===== src/rtl/piso_serializer_pkg.sv =====
// Shared definitions for the parallel-in / serial-out serializer.
//   - state_t : FSM state encoding (idle, shifting a word)
//   - cnt_w   : bit-counter width needed for a given word length
package piso_pkg;

  typedef enum logic [0:0] {
    ST_IDLE  = 1'b0,
    ST_SHIFT = 1'b1
  } state_t;

  // Counter only has to reach WIDTH-1, so $clog2(WIDTH) bits are enough.
  function automatic int cnt_w(input int width);
    return $clog2(width);
  endfunction

endpackage


===== src/rtl/piso_serializer_if.sv =====
// Load handshake and serial output bundle of the serializer.
//   load       : upstream request to hand over din
//   din        : parallel word, sampled only on an accepting edge
//   ready      : serializer can take a word this cycle
//   sout       : serial data bit
//   sout_valid : sout carries a data bit
//   done       : pulse during the last bit of a word
// master = upstream word source, slave = serializer.
interface piso_serializer_if #(
  parameter int WIDTH = 16
);
  logic             load;
  logic [WIDTH-1:0] din;
  logic             ready;
  logic             sout;
  logic             sout_valid;
  logic             done;

  modport master (
    output load, din,
    input  ready, sout, sout_valid, done
  );

  modport slave (
    input  load, din,
    output ready, sout, sout_valid, done
  );
endinterface


===== src/rtl/piso_serializer.sv =====
// Parallel-in, serial-out shift register.
// Accepts a WIDTH-bit word when load=1 and ready=1, then drives it out one
// bit per clk on sout, head bit first (MSB or LSB per MSB_FIRST). A new word
// may be accepted during the last bit so words stream with no gap.
// Ports:
//   clk : rising-edge clock
//   rst : asynchronous active-high reset
//   bus : piso_serializer_if.slave (load/din in; ready/sout/sout_valid/done out)
// sout, sout_valid and done are registered; ready decodes state/counter only.
module piso_serializer
  import piso_pkg::*;
#(
  parameter int   WIDTH      = 16,
  parameter bit   MSB_FIRST  = 1'b1,
  parameter logic IDLE_LEVEL = 1'b0
) (
  input logic               clk,
  input logic               rst,
  piso_serializer_if.slave  bus
);

  localparam int             CW       = cnt_w(WIDTH);
  localparam logic [CW-1:0]  CNT_LAST = CW'(WIDTH - 1);
  localparam logic [CW-1:0]  CNT_ONE  = CW'(1);
  localparam logic [CW-1:0]  CNT_ZERO = CW'(0);

  state_t           state_r, state_nxt_s;
  logic [WIDTH-1:0] sreg_r, sreg_nxt_s;
  logic [CW-1:0]    cnt_r, cnt_nxt_s;
  logic             sout_r, sout_nxt_s;
  logic             valid_r, valid_nxt_s;
  logic             done_r, done_nxt_s;
  logic             ready_s;
  logic             accept_s;

  // Bit that goes out first from a word.
  function automatic logic head_bit(input logic [WIDTH-1:0] w);
    if (MSB_FIRST) begin
      return w[WIDTH-1];
    end else begin
      return w[0];
    end
  endfunction

  // Word advanced one place toward the head, vacated end zero-filled.
  function automatic logic [WIDTH-1:0] shift_word(input logic [WIDTH-1:0] w);
    if (MSB_FIRST) begin
      return {w[WIDTH-2:0], 1'b0};
    end else begin
      return {1'b0, w[WIDTH-1:1]};
    end
  endfunction

  // Ready is a pure state/counter decode: idle, or on the last bit.
  assign ready_s  = (state_r == ST_IDLE) || (cnt_r == CNT_ZERO);
  assign accept_s = bus.load && ready_s;

  // Next-state and next-output decode.
  // The head bit is pulled out into sout_r when registered, so sreg_r only
  // holds the bits still to come.
  always_comb begin
    state_nxt_s = state_r;
    sreg_nxt_s  = sreg_r;
    cnt_nxt_s   = cnt_r;
    sout_nxt_s  = IDLE_LEVEL;
    valid_nxt_s = 1'b0;
    done_nxt_s  = 1'b0;
    case (state_r)
      ST_IDLE: begin
        if (accept_s) begin
          state_nxt_s = ST_SHIFT;
          sout_nxt_s  = head_bit(bus.din);
          sreg_nxt_s  = shift_word(bus.din);
          cnt_nxt_s   = CNT_LAST;
          valid_nxt_s = 1'b1;
        end else begin
          state_nxt_s = ST_IDLE;
        end
      end
      ST_SHIFT: begin
        if (cnt_r != CNT_ZERO) begin
          sout_nxt_s  = head_bit(sreg_r);
          sreg_nxt_s  = shift_word(sreg_r);
          cnt_nxt_s   = cnt_r - CNT_ONE;
          valid_nxt_s = 1'b1;
          // Counter about to reach zero: next cycle carries the last bit.
          done_nxt_s  = (cnt_r == CNT_ONE);
        end else if (accept_s) begin
          // Back-to-back word: its first bit follows with no gap.
          state_nxt_s = ST_SHIFT;
          sout_nxt_s  = head_bit(bus.din);
          sreg_nxt_s  = shift_word(bus.din);
          cnt_nxt_s   = CNT_LAST;
          valid_nxt_s = 1'b1;
        end else begin
          state_nxt_s = ST_IDLE;
          sreg_nxt_s  = '0;
          cnt_nxt_s   = CNT_ZERO;
        end
      end
      default: begin
        state_nxt_s = ST_IDLE;
        sreg_nxt_s  = '0;
        cnt_nxt_s   = CNT_ZERO;
      end
    endcase
  end

  // State, datapath and output registers with asynchronous reset.
  always_ff @(posedge clk or posedge rst) begin
    if (rst) begin
      state_r <= ST_IDLE;
      sreg_r  <= '0;
      cnt_r   <= CNT_ZERO;
      sout_r  <= IDLE_LEVEL;
      valid_r <= 1'b0;
      done_r  <= 1'b0;
    end else begin
      state_r <= state_nxt_s;
      sreg_r  <= sreg_nxt_s;
      cnt_r   <= cnt_nxt_s;
      sout_r  <= sout_nxt_s;
      valid_r <= valid_nxt_s;
      done_r  <= done_nxt_s;
    end
  end

  assign bus.ready      = ready_s;
  assign bus.sout       = sout_r;
  assign bus.sout_valid = valid_r;
  assign bus.done       = done_r;

endmodule

===== src/flat_wrapper.sv =====
// flat-port wrapper written by rule: the top's interface ports become plain ports
module piso_serializer_flat import piso_pkg::*;
#(
  parameter int   WIDTH      = 16,
  parameter bit   MSB_FIRST  = 1'b1,
  parameter logic IDLE_LEVEL = 1'b0
)
  (clk, rst, bus_load, bus_din, bus_ready, bus_sout, bus_sout_valid, bus_done);
  piso_serializer_if #(.WIDTH(WIDTH)) bus_i ();
  input logic clk;
  input logic rst;
  input wire logic [$bits(bus_i.load)-1:0] bus_load;
  input wire logic [$bits(bus_i.din)-1:0] bus_din;
  output wire logic [$bits(bus_i.ready)-1:0] bus_ready;
  output wire logic [$bits(bus_i.sout)-1:0] bus_sout;
  output wire logic [$bits(bus_i.sout_valid)-1:0] bus_sout_valid;
  output wire logic [$bits(bus_i.done)-1:0] bus_done;
  assign bus_i.load = bus_load;
  assign bus_i.din = bus_din;
  assign bus_ready = bus_i.ready;
  assign bus_sout = bus_i.sout;
  assign bus_sout_valid = bus_i.sout_valid;
  assign bus_done = bus_i.done;
  piso_serializer #(.WIDTH(WIDTH), .MSB_FIRST(MSB_FIRST), .IDLE_LEVEL(IDLE_LEVEL)) u_core (.clk(clk), .rst(rst), .bus(bus_i));
endmodule

===== config.mk =====
export PLATFORM = sky130hd
export DESIGN_NAME = piso_serializer_flat
export DESIGN_NICKNAME = d
export VERILOG_FILES = /design/src/rtl/piso_serializer_pkg.sv /design/src/rtl/piso_serializer_if.sv /design/src/rtl/piso_serializer.sv /design/src/flat_wrapper.sv
export SDC_FILE = /design/constraint.sdc
export NUM_CORES = 1
export LEC_CHECK = 0
export BUFFER_PORTS_ARGS = -buffer_cell sky130_fd_sc_hd__buf_2
export CAP_MARGIN = 0
export CORE_UTILIZATION = 47
export CTS_CLUSTER_DIAMETER = 50
export DETAILED_ROUTE_END_ITERATION = 16
export GPL_ROUTABILITY_DRIVEN = 0
export GPL_TIMING_DRIVEN = 0
export PLACE_DENSITY = 0.85
export SETUP_SLACK_MARGIN = 0.5
export SLEW_MARGIN = 20
export SYNTH_ARGS = -nofsm -noshare
export SYNTH_HDL_FRONTEND = slang
export SYNTH_SLANG_ARGS = --single-unit

===== constraint.sdc =====
create_clock -name clk -period 1.81 [get_ports clk]
set_input_delay 0.0905 -clock clk [delete_from_list [all_inputs] [get_ports clk]]
set_output_delay 0.0905 -clock clk [all_outputs]
set_load 0.01 [all_outputs]

Word-level counts from Yosys, hierarchy flattened
Cells that the tools add are included.
{"block": "word_totals", "register_bits": 23, "in_bits": 19, "output_inout_bits": 4, "word_cells": 29}
{"block": "classes", "n_addsub": 1, "eq_ne": 2, "n_mux": 16, "n_bitwise": 1, "reduce_logical": 4}
{"operator": "$mux W16", "count": 3}
{"operator": "$pmux W16 S2", "count": 1}
{"operator": "$mux W4", "count": 3}
{"operator": "$pmux W4 S2", "count": 1}
{"operator": "$mux W1", "count": 6}
{"operator": "$eq A4 B1 Y1 const B", "count": 1}
{"operator": "$logic_not A4 Y1", "count": 1}
{"operator": "$pmux W1 S2", "count": 2}
{"operator": "$reduce_bool A4 Y1", "count": 1}
{"operator": "$sub A4 B1 Y4 const B", "count": 1}
{"operator": "$ne A2 B1 Y1 const B", "count": 1}
{"operator": "$logic_and A1 B1 Y1", "count": 1}
{"operator": "$logic_or A1 B1 Y1", "count": 1}
{"operator": "$not A1 Y1", "count": 1}

Depth between registers and ports, before layout
Gate-level depths: netlist (run 1).
{"block": "depth", "depth_word": 6, "ltp_mapped": 8, "ltp_nobuf": 6}

Least setup slack after synthesis (run 1)
Ideal clock, no wire load.
{"block": "synth_path", "path_kind": "register to register", "from": "reg u_core.cnt_r[0]", "to": "reg u_core.sreg_r[10]", "setup_ns": 0.126, "t_arrival_ns": 1.834, "required_time_ns": 1.684, "path_slack_ns": -0.150, "stages_incl_launch_ff": 9, "n_path_buf": 3, "period_less_slack_ns": 1.960, "path_cell_list": "dfrtp_1 inv_1 ha_1 or3b_1 buf_2 and2_4 buf_6 buf_8 a221o_1"}
{"block": "synth_via", "elab_chain_len": 6, "elab_cells_between_ends": 8, "cone_classes": "eq/ne (1); mux (3); reduce/logical (4)"}
{"element": "start: declaration", "line": "piso_serializer.sv:29", "source": "logic [CW-1:0] cnt_r, cnt_nxt_s;"}
{"element": "start signal: assignment", "line": "piso_serializer.sv:121", "source": "cnt_r <= cnt_nxt_s;"}
{"element": "$logic_not A4 Y1", "line": "piso_serializer.sv:55", "source": "assign ready_s = (state_r == ST_IDLE) || (cnt_r == CNT_ZERO);"}
{"element": "$logic_or A1 B1 Y1", "line": "piso_serializer.sv:55"}
{"element": "$logic_and A1 B1 Y1", "line": "piso_serializer.sv:56", "source": "assign accept_s = bus.load && ready_s;"}
{"element": "$mux W16", "line": "piso_serializer.sv:88", "source": "end else if (accept_s) begin"}
{"element": "$mux W16", "line": "piso_serializer.sv:81", "source": "if (cnt_r != CNT_ZERO) begin"}
{"element": "$pmux W16 S2", "line": "piso_serializer.sv:68", "source": "case (state_r)"}
{"element": "end signal: assignment", "line": "piso_serializer.sv:120", "source": "sreg_r <= sreg_nxt_s;"}
{"element": "end: declaration", "line": "piso_serializer.sv:28", "source": "logic [WIDTH-1:0] sreg_r, sreg_nxt_s;"}
Parallel ways exist; a longest one is shown, timed or not.
A chain may end at the register's enable or synchronous reset.

Final worst setup path (run 1)
{"block": "layout_path", "from": "reg u_core.cnt_r[0]", "to": "reg u_core.sreg_r[11]"}
Same word-level chain as after synthesis.

==> results.md, run 1 <==
Yosys:
- After synthesis the cells add up to 1040 um^2.
- The area share of the leading cell type in the synthesized netlist is 53.1%.
- The cell with the most instances after synthesis is dfrtp_1.
- The average cell area after synthesis is 11.5 um^2.
- The synthesized netlist devotes 16.4% of its cell area to simple gates.
- After synthesis, the most frequently instantiated cells are dfrtp_1 (22), a221o_1 (14), and2_1 (14), inv_1 (7).
- After technology mapping, the gate count stands at 90.
- Counting distinct cell types in the post-synthesis netlist gives 27.
- The share of the yosys chip area belonging to registers is 53.1%.
- The synthesized design contains 0 enable-type register cells.
- Summing the areas of all xor and xnor instances in the mapped netlist gives 0% of the synthesized area.
- Yosys attributes the largest share of cell area to dfrtp_1 (53%), a221o_1 (14%), and2_1 (8.5%).
- The synthesized design contains 22 register bits.
- Summing the areas of all compound-gate instances in the mapped netlist gives 20.9% of the synthesized area.
- Counting flops with an async set or reset pin after synthesis yields a share of 100%.
- The Yosys warning count is 0.
- The main combinational cell family by area after synthesis is compound AO/OA/AOI/OAI gates.
- Summing the areas of all fa, ha and maj instances in the mapped netlist gives 2.42% of the synthesized area.
- The number of nets in the synthesized netlist is 111.
- Among all flip-flop cells after synthesis, the most frequent one is dfrtp_1.
- The biggest area contributor in the post-synthesis netlist is dfrtp_1.
- The mux contribution to synthesized area is 0%.

Detailed routing:
- The DRC violation total after the first TritonRoute iteration is 75.
- Across all layers, the routed design uses 965 vias.
- Once detail routing completed, the nets flagged for antenna violations numbered 0.
- Dividing the detail-routed via count by the number of cells gives 5.68.
- For this block, the routed nets add up to 2.91 mm of wire.
- In the final routed layout, each cell accounts on average for 17.1 um.
- The first TritonRoute pass finished after 4 iterations.
- The final routed DRC violation total is 0.

Worst setup path:
- The required arrival time at the worst endpoint is 2.02 ns.
- The setup check on the worst reg-to-reg path leaves a slack of -0.19 ns.
- The endpoint identified for the worst register-to-register timing path is u_core.sreg_r[11].
- The maximum fanout along the worst path is 10.
- The worst setup path is launched from a register.
- Counting cells, the worst reg-to-reg path comes to 8.
- The worst flop-to-flop path startpoint is u_core.cnt_r[0].
- The endpoint class of the critical path is a register.
- The critical path start-end classification is reg2reg.
- The critical path data arrival time is 2.22 ns.

Power:
- Across the VDD grid, the largest voltage drop is 0.000997 V.
- The power density of the placed cells is 1450 nW/um^2.
- The design draws 2.31 mW.
- The analysis attributes to cell leakage a power of 0.781 nW.

Clock tree:
- TritonCTS built the clock tree.
- In this run the clock root is driven by a clkbuf_4.
- After clock tree synthesis, the clock-pin slew on the worst setup and hold paths is 0.13 ns.
- TritonCTS created 3 clock buffers.
- CTS saw 22 sinks.
- The maximum root-to-sink buffer count is 2.
- The number of levels the H-tree was split into is 1.
- The clock insertion delay at the later pin of the skew report is 0.32 ns.

Finish:
- Relative to the synthesized area, the layout overhead comes to 53.1%.
- Counting the fill cells in the layout gives 119.
- Cells with a size suffix above 1 make up 44.8% of the layout.
- In the final design database the tool counted 165 nets.
- The number of cells in the finished layout apart from fillers is 170.
- The antenna cell count is 0.

GRT:
- In the global route stage, overall resource usage came out at 22.2%.
- The initial antenna violation count is 0.
- The sum of overflow across all layers after global routing is 0.
- The first global-routing pass estimated 4.01 mm of wire.
- The met2 layer usage reported by global route is 37.7%.
- The global routing stage identified its most utilized layer as met2.
- The via count of the first global-routing pass is 862.
- The largest net degree at the start of global routing is 23.
- The met1 usage is 29.2%.
- The met3 layer usage reported by global route is 5.61%.

Timing:
- The tightest slew margin relative to the limit is 43.6%.
- At the pin with the least slew margin, the transition time is 0.844 ns.
- The maximum clock rate is 0.499 GHz.
- Setup violations remaining at the end of the flow were counted as 17.
- For the final database, setup skew stands at 0.00573 ns.
- Setup repair after global routing could not meet its margin everywhere.
- The final count of pins violating max slew is 0.
- The least setup slack across all paths after layout is -0.195 ns.
- The final period demand of the worst path is 2.00 ns.
- The hold violation count in the final report is 0.
- Of the available clock period, the critical path in the final layout requires 111%.

Placed design:
- The placed wire-length estimate after detailed placement is 1.44 mm.
- The quantity of I/O buffers inserted on ports is 21.
- Including well taps, the total number of placed cells is 138.

Floorplanning:
- The width of the chip is 49.0 um.
- The count of pins on the block boundary is 23.
- The initial core utilization is 51.2%.
- The height of the die is 49.0 um.
- In this run the core area contains 16 standard-cell rows.
- The die footprint is 2400 um^2.
- After floorplanning, the core was sized to cover 2020 um^2.

Hold path:
- In this run the most critical hold path is launched from bus_din[13].
- The worst hold path passes through 2 cells.
- The worst hold path belongs to the class in2reg.
- The path with the worst hold slack has its endpoint at u_core.sreg_r[14].

Outcome:
- The final reports fail on negative setup slack.
- The run finished, with violations left.

Run:
- Across the run, the number of max-cap violations was 0.
-- state kept, by name, indices dropped and copies added (netlist names) --
| name | count |
|---|---|
| u_core.sreg_r | 15 |
| u_core.cnt_r | 4 |
| u_core.bus.done | 1 |
| u_core.bus.sout | 1 |
| u_core.state_r | 1 |
-- how the worst max path moves through the flow --
stage                         start           endpoint  cells after the start
global route        u_core.cnt_r[1]   u_core.sreg_r[6]                      8
floorplan           u_core.cnt_r[0]  u_core.sreg_r[10]                      8
finish              u_core.cnt_r[0]  u_core.sreg_r[11]                      8
CTS                 u_core.cnt_r[1]  u_core.sreg_r[11]                      8
global placement    u_core.cnt_r[0]  u_core.sreg_r[11]                      7
detailed placement  u_core.cnt_r[0]  u_core.sreg_r[14]                      7
-- cell families (layout without fill, tap and decap cells) --
| group | after synthesis | in the layout |
|---|---|---|
| compound gates | 25 | 25 |
| buf+inv | 14 | 67 |
| simple gates | 27 | 27 |
| flops | 22 | 22 |
| fa+ha+maj | 2 | 2 |
-- report_power, final --
group          switching (mW)  total [mW]  internal [mW]  leakage, nW
combinational           0.468        1.13          0.659        0.469
clock                   0.161       0.385          0.224       0.0279
sequential              0.125       0.795          0.670        0.284
total                   0.754        2.31           1.55        0.781
-- per-stage QoR --
stage	utilization, %	TNS, ns	setup WS [ns]	hold slack [ns]	cell area (um^2)
2_1_floorplan	-	-1.14	-0.119	0.0797	1040
3_3_place_gp	58.5	-2.78	-0.246	0.274	1180
3_5_place_dp	58.5	-3.37	-0.287	0.292	1180
4_1_cts	70.0	-1.22	-0.120	0.00151	1420
5_1_grt	78.5	-3.01	-0.232	-0.000998	1590
6_report	78.5	-2.36	-0.195	0.00719	1590
-- area by class of cell --
cell class | instances | area, um^2 | area share, %
plain buffers | 7 | 65.1 | 4.10
clock buffers | 3 | 22.5 | 1.42
clock inverters | 1 | 30.0 | 1.89
inverters | 7 | 28.8 | 1.81
multi-input cells | 54 | 483 | 30.4
flip-flops and latches | 22 | 551 | 34.7
well taps | 27 | 33.8 | 2.13
repair buffers | 49 | 373 | 23.5
-- per-layer routing --
layer / vias to the layer above / routed length [um]
li1: 437 / -
met1: 477 / 1300
met2: 47 / 1400
met3: 4 / 163
met4: 0 / 40
met5: - / 0
-- what timing repair did --
item | 4_1_cts | 5_1_grt
pin swaps | 5 | 5
hold buffers | 6 | 4
setup endpoints to repair | 21 | 22
cloned | 0 | 1
resized for setup | 16 | 16
hold endpoints to repair | 27 | 4
setup buffers | 9 | 8
-- cells in the final DEF, fill, tap and decap left out, types with 2 or more instances in the layout --
cell type	synthesis	layout
a21oi_4	0	2
nor2_1	2	2
and2_1	14	14
dfrtp_1	22	22
buf_8	1	2
dlygate4sd3_1	0	10
buf_4	0	11
buf_2	2	20
o21bai_1	2	2
inv_2	0	3
clkbuf_1	3	2
buf_6	1	10
inv_1	7	3
clkbuf_4	0	3
nand2_1	3	3
a221o_1	14	14
-- critical path, cell delays in order (launching register included) --
cell and delay [ns]:
dfrtp_1 0.41, inv_2 0.10, ha_4 0.14, or3b_4 0.37, buf_6 0.13, and2_4 0.15
buf_8 0.13, buf_8 0.13, a221o_1 0.33
No activity file was read; power rests on OpenSTA's default activity.
==> inputs of run 2 (changes only) <==
- CAP_MARGIN: 0 -> 30
- PLACE_DENSITY: 0.85 -> 0.81
==> run 2 against run 1 <==
The run still ends with negative setup slack left. Via count decreased by 5.5%. Non-clock buffer count fell by 11. Routed wire length decreased by 7.0%. First-iteration DRC count is 71% lower. Core utilization is 5.8 points lower. Flip-flop and latch count stayed put. Fmax is 0.25% higher. Power down 3.5%.
==> results.md, run 2 (same netlist as run 1, synthesis figures left out) <==
Outcome:
- Result of the run: finished, violations left (unchanged).
- Violated checks: negative setup slack (unchanged).

Clock tree:
- The clock transition at the registers of the reported paths is 0.13 ns (about the same).
- The number of buffers created by CTS came to 3 (unchanged).
- The number of sinks on the clock net was 22 (unchanged).
- The clock root buffer master was clkbuf_4 (unchanged).
- The TritonCTS clock tree is done (unchanged).
- The number of levels the H-tree was split into came to 1 (unchanged).
- The maximum root-to-sink buffer count was 2 (unchanged).
- The clock insertion delay at the later pin of the skew report was 0.30 ns (was 0.32 ns).

Hold path:
- The class of the tightest hold or removal check is in2reg (unchanged).

Timing:
- The final count of pins violating max slew is 0 (unchanged).
- The worst hold slack after final layout is 0.00958 ns (was 0.00719 ns).
- The tightest slew margin relative to the limit is 46.4% (was 43.6%).
- The fraction of the cycle the final worst path needs is 110% (was 111%).
- The slew at the pin closest to its max-slew limit was 0.803 ns (was 0.844 ns).
- The maximum clock rate was 0.500 GHz (was 0.499 GHz).
- The hold violation count in the final report is 0 (unchanged).
- The final setup violation count is 17 (unchanged).
- The least setup slack across all paths after layout is -0.190 ns (was -0.195 ns).
- Unrepaired setup endpoints after global routing: true (unchanged).
- The setup clock skew after layout is 0.00660 ns (was 0.00573 ns).
- The final period demand of the worst path is 2.00 ns (about the same).

GRT:
- The sum of overflow across all layers after global routing is 0 (unchanged).
- The global-route wire length before repair is 3.86 mm (was 4.01 mm).
- The largest net degree at the start of global routing came to 23 (unchanged).
- The via count of the first global-routing pass is 850 (was 862).
- The initial antenna violation count is 0 (unchanged).
- The total routing resource utilization after global routing was 21.3% (was 22.2%).

Worst setup path:
- The setup slack of the worst register-to-register path is -0.19 ns (about the same).
- The most common cell type on the critical path is buf_6 (was buf_8).
- The critical path start-end classification was reg2reg (unchanged).
- The kind of start point of the critical path is a register (unchanged).
- The library cell contributing the largest single delay on the critical path is dfrtp_1 (unchanged).
- The endpoint class of the critical path is a register (unchanged).
- The required arrival time at the worst endpoint came to 2.00 ns (was 2.02 ns).
- The critical path data arrival time is 2.19 ns (was 2.22 ns).
- The stage delay of the slowest cell on the critical path came to 0.42 ns (was 0.41 ns).
- The maximum fanout along the worst path came to 10 (unchanged).
- List of cells traversed by the critical path: inv_2 > ha_4 > or3b_4 > buf_6 > and2_4 > buf_6 > buf_8 > a221o_1 (was inv_2 > ha_4 > or3b_4 > buf_6 > and2_4 > buf_8 > buf_8 > a221o_1).

Finish:
- The post-synthesis to final-layout area growth is 41.9% (was 53.1%).
- The number of cells in the finished layout apart from fillers was 159 (was 170).
- The count of filler cells inserted in the layout came to 136 (was 119).
- The final instance area is 1470 um^2 (was 1590 um^2).
- The fraction of layout cells with a size suffix above 1 is 47.0% (was 44.8%).
- Registers with the most flip-flops: u_core.sreg_r x15, u_core.cnt_r x4 (unchanged).
- The number of nets in the layout came to 154 (was 165).
- The number of flip-flops under the largest register name came to 15 (unchanged).
- The antenna cell count is 0 (unchanged).
- The register with the highest flop count is u_core.sreg_r (unchanged).
- The final core area utilization is 72.7% (was 78.5%).
- Most frequent cells in the layout: dfrtp_1 (22), buf_2 (20), and2_1 (14), a221o_1 (14), buf_4 (12) (was dfrtp_1 (22), buf_2 (20), and2_1 (14), a221o_1 (14), buf_4 (11)).
- The leading cell type in the layout, fill and taps excluded is dfrtp_1 (unchanged).

Placed design:
- The quantity of I/O buffers inserted on ports came to 21 (unchanged).
- The placed wire-length estimate after detailed placement was 1.45 mm (was 1.44 mm).
- The number of placed instances, taps included is 138 (unchanged).
- The worst slack at placement is -0.297 ns (was -0.287 ns).
- The post-detailed-placement cell area is 1180 um^2 (unchanged).

Detailed routing:
- The uppermost layer routed is met4 (unchanged).
- The first-pass iteration count of the detailed router is 4 (unchanged).
- The met3 layer wire length in the routed design is 103 um (was 163 um).
- The final routed DRC violation total is 0 (unchanged).
- The met2 wire length is 1.34 mm (was 1.40 mm).
- The DRC violation total after the first TritonRoute iteration is 22 (was 75).
- The number of routed nets with antenna violations is 0 (unchanged).
- The wire length per cell after detailed routing came to 17.0 um (was 17.1 um).
- The total routed wirelength came to 2.71 mm (was 2.91 mm).
- The via count of the routed design is 912 (was 965).
- The detailed-route vias per instance is 5.74 (was 5.68).
- The sum of routed wire segments on met1 was 1.22 mm (was 1.30 mm).

Floorplanning:
- The core region area is 2020 um^2 (unchanged).
- The height of the die is 49.0 um (unchanged).
- The die footprint is 2400 um^2 (unchanged).
- The width of the chip came to 49.0 um (unchanged).
- The count of pins on the block boundary is 23 (unchanged).
- The initial core utilization is 51.2% (unchanged).
- The number of placement rows is 16 (unchanged).

Power:
- The net load switching power was 0.722 mW (was 0.754 mW).
- The total leakage power was 0.729 nW (was 0.781 nW).
- The power density of the placed cells came to 1510 nW/um^2 (was 1450 nW/um^2).
- The internal power is 1.51 mW (was 1.55 mW).
- The clock power share came to 16.7% (about the same).
- The fraction of power spent switching nets is 32.4% (was 32.7%).
- The combinational cell fraction of total power was 47.6% (was 48.9%).
- The part of the power in registers is 35.7% (was 34.5%).
- The worst supply voltage drop on vdd is 0.000928 V (was 0.000997 V).

Run:
- The max capacitance violation total came to 0 (unchanged).
[run 2: timing repair]
action | in CTS | in global routing
pin swaps | 6 | 7
hold endpoints to repair | 22 | 0
hold buffers | 1 | 0
setup endpoints to repair | 21 | 22
gates cloned | 0 | 1
setup buffers | 7 | 8
resized for setup | 13 | 14
[run 2: cell type report]
class	count	area [um^2]	area share, %
clock inverter	1	30.0	2.04
multi-input combinational	54	489	33.3
buffer	7	61.3	4.17
inverter	7	26.3	1.79
sequential	22	551	37.4
timing repair buffer	38	256	17.4
clock buffer	3	22.5	1.53
tap	27	33.8	2.30
[run 2: critical path, delay by kind of cell, from the launching register on]
kind,cells,cell delay (ns)
and+or+nand+nor,2,0.52
buffers and inverters,4,0.49
DFF,1,0.42
AOI/OAI and AO/OA,1,0.32
adders and majority gates,1,0.14
[run 2: routing by layer]
metal | track usage, % | up-vias
met3 | 3.43 | 5
met2 | 35.2 | 29
li1 | - | 415
met5 | 0 | -
met1 | 28.5 | 463
met4 | 6.86 | 0
[run 2: path summary, 6_finish.rpt]
kind,start,endpoint,cells past startpoint
min,bus_din[7],u_core.sreg_r[8],2
max reg2reg,u_core.cnt_r[0],u_core.sreg_r[10],8
min in group asynchronous,rst,u_core.sreg_r[13],3
min reg2reg,u_core.sreg_r[5],u_core.sreg_r[6],1
max in group asynchronous,rst,u_core.sreg_r[3],3
max,u_core.cnt_r[0],u_core.sreg_r[10],8
[run 2: per-stage QoR]
step	power, mW	setup TNS, ns
after floorplan	1.24	-1.14
after global placement	1.37	-3.02
after detailed placement	1.40	-3.35
after CTS	1.96	-1.54
after global routing	2.35	-3.11
final	2.23	-2.49
[run 2: power groups by stage]
stage                     Combinational [mW]  Sequential, mW  Clock (mW)
after floorplan                        0.472           0.765           0
after global placement                 0.592           0.780           0
after detailed placement               0.610           0.792           0
after CTS                              0.806           0.781       0.376
after global routing                    1.15           0.810       0.394
final                                   1.06           0.795       0.372
==> inputs of run 3 (changes only) <==
- PLACE_DENSITY: 0.81 -> 0.71
==> run 3 against run 2 <==
The run still ends with negative setup slack left. Power shrank 2.0%. Sequential power is essentially flat. Count of clock-buffer cells in the layout grew 1. Critical endpoint is now u_core.sreg_r[11]. Largest cell class unchanged. Highest routed layer unchanged.
==> results.md, run 3 (same netlist as run 1, synthesis figures left out) <==
Timing:
- The final setup violation count came to 17 (unchanged).
- The final setup TNS is -2.01 ns (was -2.49 ns).
- The final count of pins violating max slew is 0 (unchanged).
- The hold violation count in the final report is 0 (unchanged).
- The setup clock skew after layout was 0.00821 ns (was 0.00660 ns).
- The tightest slew margin relative to the limit was 62.1% (was 46.4%).
- The fraction of the cycle the final worst path needs was 109% (was 110%).
- Unrepaired setup endpoints after global routing: true (unchanged).
- The slew at the pin closest to its max-slew limit is 0.568 ns (was 0.803 ns).
- The maximum clock rate came to 0.508 GHz (was 0.500 GHz).
- The least setup slack across all paths after layout is -0.158 ns (was -0.190 ns).
- The worst hold slack after final layout is 0.00125 ns (was 0.00958 ns).
- The final period demand of the worst path is 1.97 ns (was 2.00 ns).

Worst setup path:
- The required arrival time at the worst endpoint is 2.02 ns (was 2.00 ns).
- The critical path data arrival time is 2.17 ns (was 2.19 ns).
- The critical path start-end classification is reg2reg (unchanged).
- The maximum fanout along the worst path is 5 (was 10).
- The worst flop-to-flop path startpoint is u_core.cnt_r[1] (was u_core.cnt_r[0]).
- The kind of start point of the critical path is a register (unchanged).
- The critical path startpoint is u_core.cnt_r[1] (was u_core.cnt_r[0]).
- The endpoint class of the critical path is a register (unchanged).

Detailed routing:
- The wire length per cell after detailed routing is 16.9 um (was 17.0 um).
- The met3 layer wire length in the routed design was 81 um (was 103 um).
- The sum of routed wire segments on met1 was 1.31 mm (was 1.22 mm).
- The met2 wire length is 1.32 mm (was 1.34 mm).
- The first-pass iteration count of the detailed router was 4 (unchanged).
- The final routed DRC violation total is 0 (unchanged).
- The number of routed nets with antenna violations is 0 (unchanged).
- The detailed-route vias per instance is 5.67 (was 5.74).
- The total routed wirelength is 2.79 mm (was 2.71 mm).
- The uppermost layer routed was met4 (unchanged).
- The DRC violation total after the first TritonRoute iteration is 13 (was 22).
- The via count of the routed design is 935 (was 912).

Floorplanning:
- The height of the die is 49.0 um (unchanged).
- The count of pins on the block boundary is 23 (unchanged).
- The core region area was 2020 um^2 (unchanged).
- The width of the chip is 49.0 um (unchanged).
- The die footprint is 2400 um^2 (unchanged).
- The number of placement rows is 16 (unchanged).
- The initial core utilization was 51.2% (unchanged).

Finish:
- The antenna cell count is 0 (unchanged).
- The leading cell type in the layout, fill and taps excluded is dfrtp_1 (unchanged).
- Most frequent cells in the layout: dfrtp_1 (22), buf_2 (20), and2_1 (14), a221o_1 (14), buf_4 (10) (was dfrtp_1 (22), buf_2 (20), and2_1 (14), a221o_1 (14), buf_4 (12)).
- The number of flip-flops under the largest register name is 15 (unchanged).
- The number of nets in the layout came to 160 (was 154).
- Registers with the most flip-flops: u_core.sreg_r x15, u_core.cnt_r x4 (unchanged).
- The fraction of layout cells with a size suffix above 1 is 44.2% (was 47.0%).
- The post-synthesis to final-layout area growth was 50.2% (was 41.9%).
- The final instance area is 1560 um^2 (was 1470 um^2).
- The number of cells in the finished layout apart from fillers came to 165 (was 159).
- The register with the highest flop count is u_core.sreg_r (unchanged).

Clock tree:
- The number of buffers created by CTS was 3 (unchanged).
- The clock transition at the registers of the reported paths came to 0.13 ns (about the same).
- The clock insertion delay at the later pin of the skew report is 0.32 ns (was 0.30 ns).
- The number of levels the H-tree was split into was 1 (unchanged).
- The TritonCTS clock tree is done (unchanged).
- The clock root buffer master is clkbuf_4 (unchanged).
- The number of sinks on the clock net was 22 (unchanged).
- The maximum root-to-sink buffer count is 2 (unchanged).

Placed design:
- The placed wire-length estimate after detailed placement is 1.40 mm (was 1.45 mm).
- The quantity of I/O buffers inserted on ports came to 21 (unchanged).
- The post-detailed-placement cell area is 1180 um^2 (unchanged).
- The number of placed instances, taps included is 138 (unchanged).

GRT:
- The via count of the first global-routing pass is 830 (was 850).
- The sum of overflow across all layers after global routing is 0 (unchanged).
- The global-route wire length before repair is 4.04 mm (was 3.86 mm).
- The initial antenna violation count is 0 (unchanged).
- The total routing resource utilization after global routing was 22.8% (was 21.3%).
- The largest net degree at the start of global routing is 23 (unchanged).

Power:
- The worst supply voltage drop on vdd was 0.000782 V (was 0.000928 V).
- The total leakage power is 0.764 nW (was 0.729 nW).
- The power density of the placed cells is 1400 nW/um^2 (was 1510 nW/um^2).

Hold path:
- The class of the tightest hold or removal check is in2reg (unchanged).
- The start point of the worst hold path is bus_din[3] (was bus_din[7]).

Outcome:
- Violated checks: negative setup slack (unchanged).
- Result of the run: finished, violations left (unchanged).

Run:
- The max capacitance violation total was 0 (unchanged).
## run 3: cell count changes in the layout (fill, tap and decap cells not counted), sizes merged
cell,delta
clkbuf,+1
bufinv,-1
dlygate4sd3,+6
## run 3: what timing repair did
action	in CTS	in global routing
cloned	1	0
setup endpoints to repair	21	21
hold buffers	6	1
endpoints found under the hold margin	27	1
buffers inserted	8	6
resized for setup	19	10
pin swaps	16	14
## run 3: per-stage QoR
stage	power [mW]	setup WS [ns]	utilization, %
detailed placement	1.40	-0.253	58.5
CTS	1.96	-0.136	70.7
finish	2.18	-0.158	77.0
global placement	1.37	-0.237	58.5
global route	2.31	-0.219	77.0
floorplan	1.24	-0.119	-
## run 3: worst max-delay path, cell delays in order (launching register included)
cell and delay, ns:
dfrtp_1 0.42, inv_2 0.09, ha_4 0.13, or3b_1 0.35
buf_6 0.13, and2_4 0.15, buf_8 0.13, buf_16 0.13
a221o_1 0.32
## run 3: layout make-up
cell class | instances | area [um^2]
buffer | 7 | 65.1
clock buffer | 4 | 36.3
fill | 127 | 465
inverter | 7 | 28.8
multi-input combinational | 54 | 485
sequential | 22 | 551
tap | 27 | 33.8
timing repair buffer | 44 | 357
## run 3: routing by layer
metal / global-route usage [%] / up-vias
met1: 34.1 / 475
met4: 10.3 / 0
met2: 32.6 / 26
met5: 0 / -
met3: 2.80 / 9
li1: - / 425
## run 3: path summary, 6_finish.rpt
check                                     to  slack, ns  cells past startpoint
max                        u_core.sreg_r[11]      -0.16                      8
max reg2reg                u_core.sreg_r[11]      -0.16                      8
min reg2reg                 u_core.sreg_r[9]       0.53                      1
max in group asynchronous   u_core.sreg_r[1]       1.23                      4
min in group asynchronous    u_core.bus.sout       0.21                      3
min                         u_core.sreg_r[4]      0.001                      2
## run 3: power breakdown
group	internal [mW]	switching, mW	total (mW)
registers	0.670	0.126	0.796
logic	0.653	0.452	1.10
clock network	0.123	0.160	0.283
total	1.45	0.738	2.18
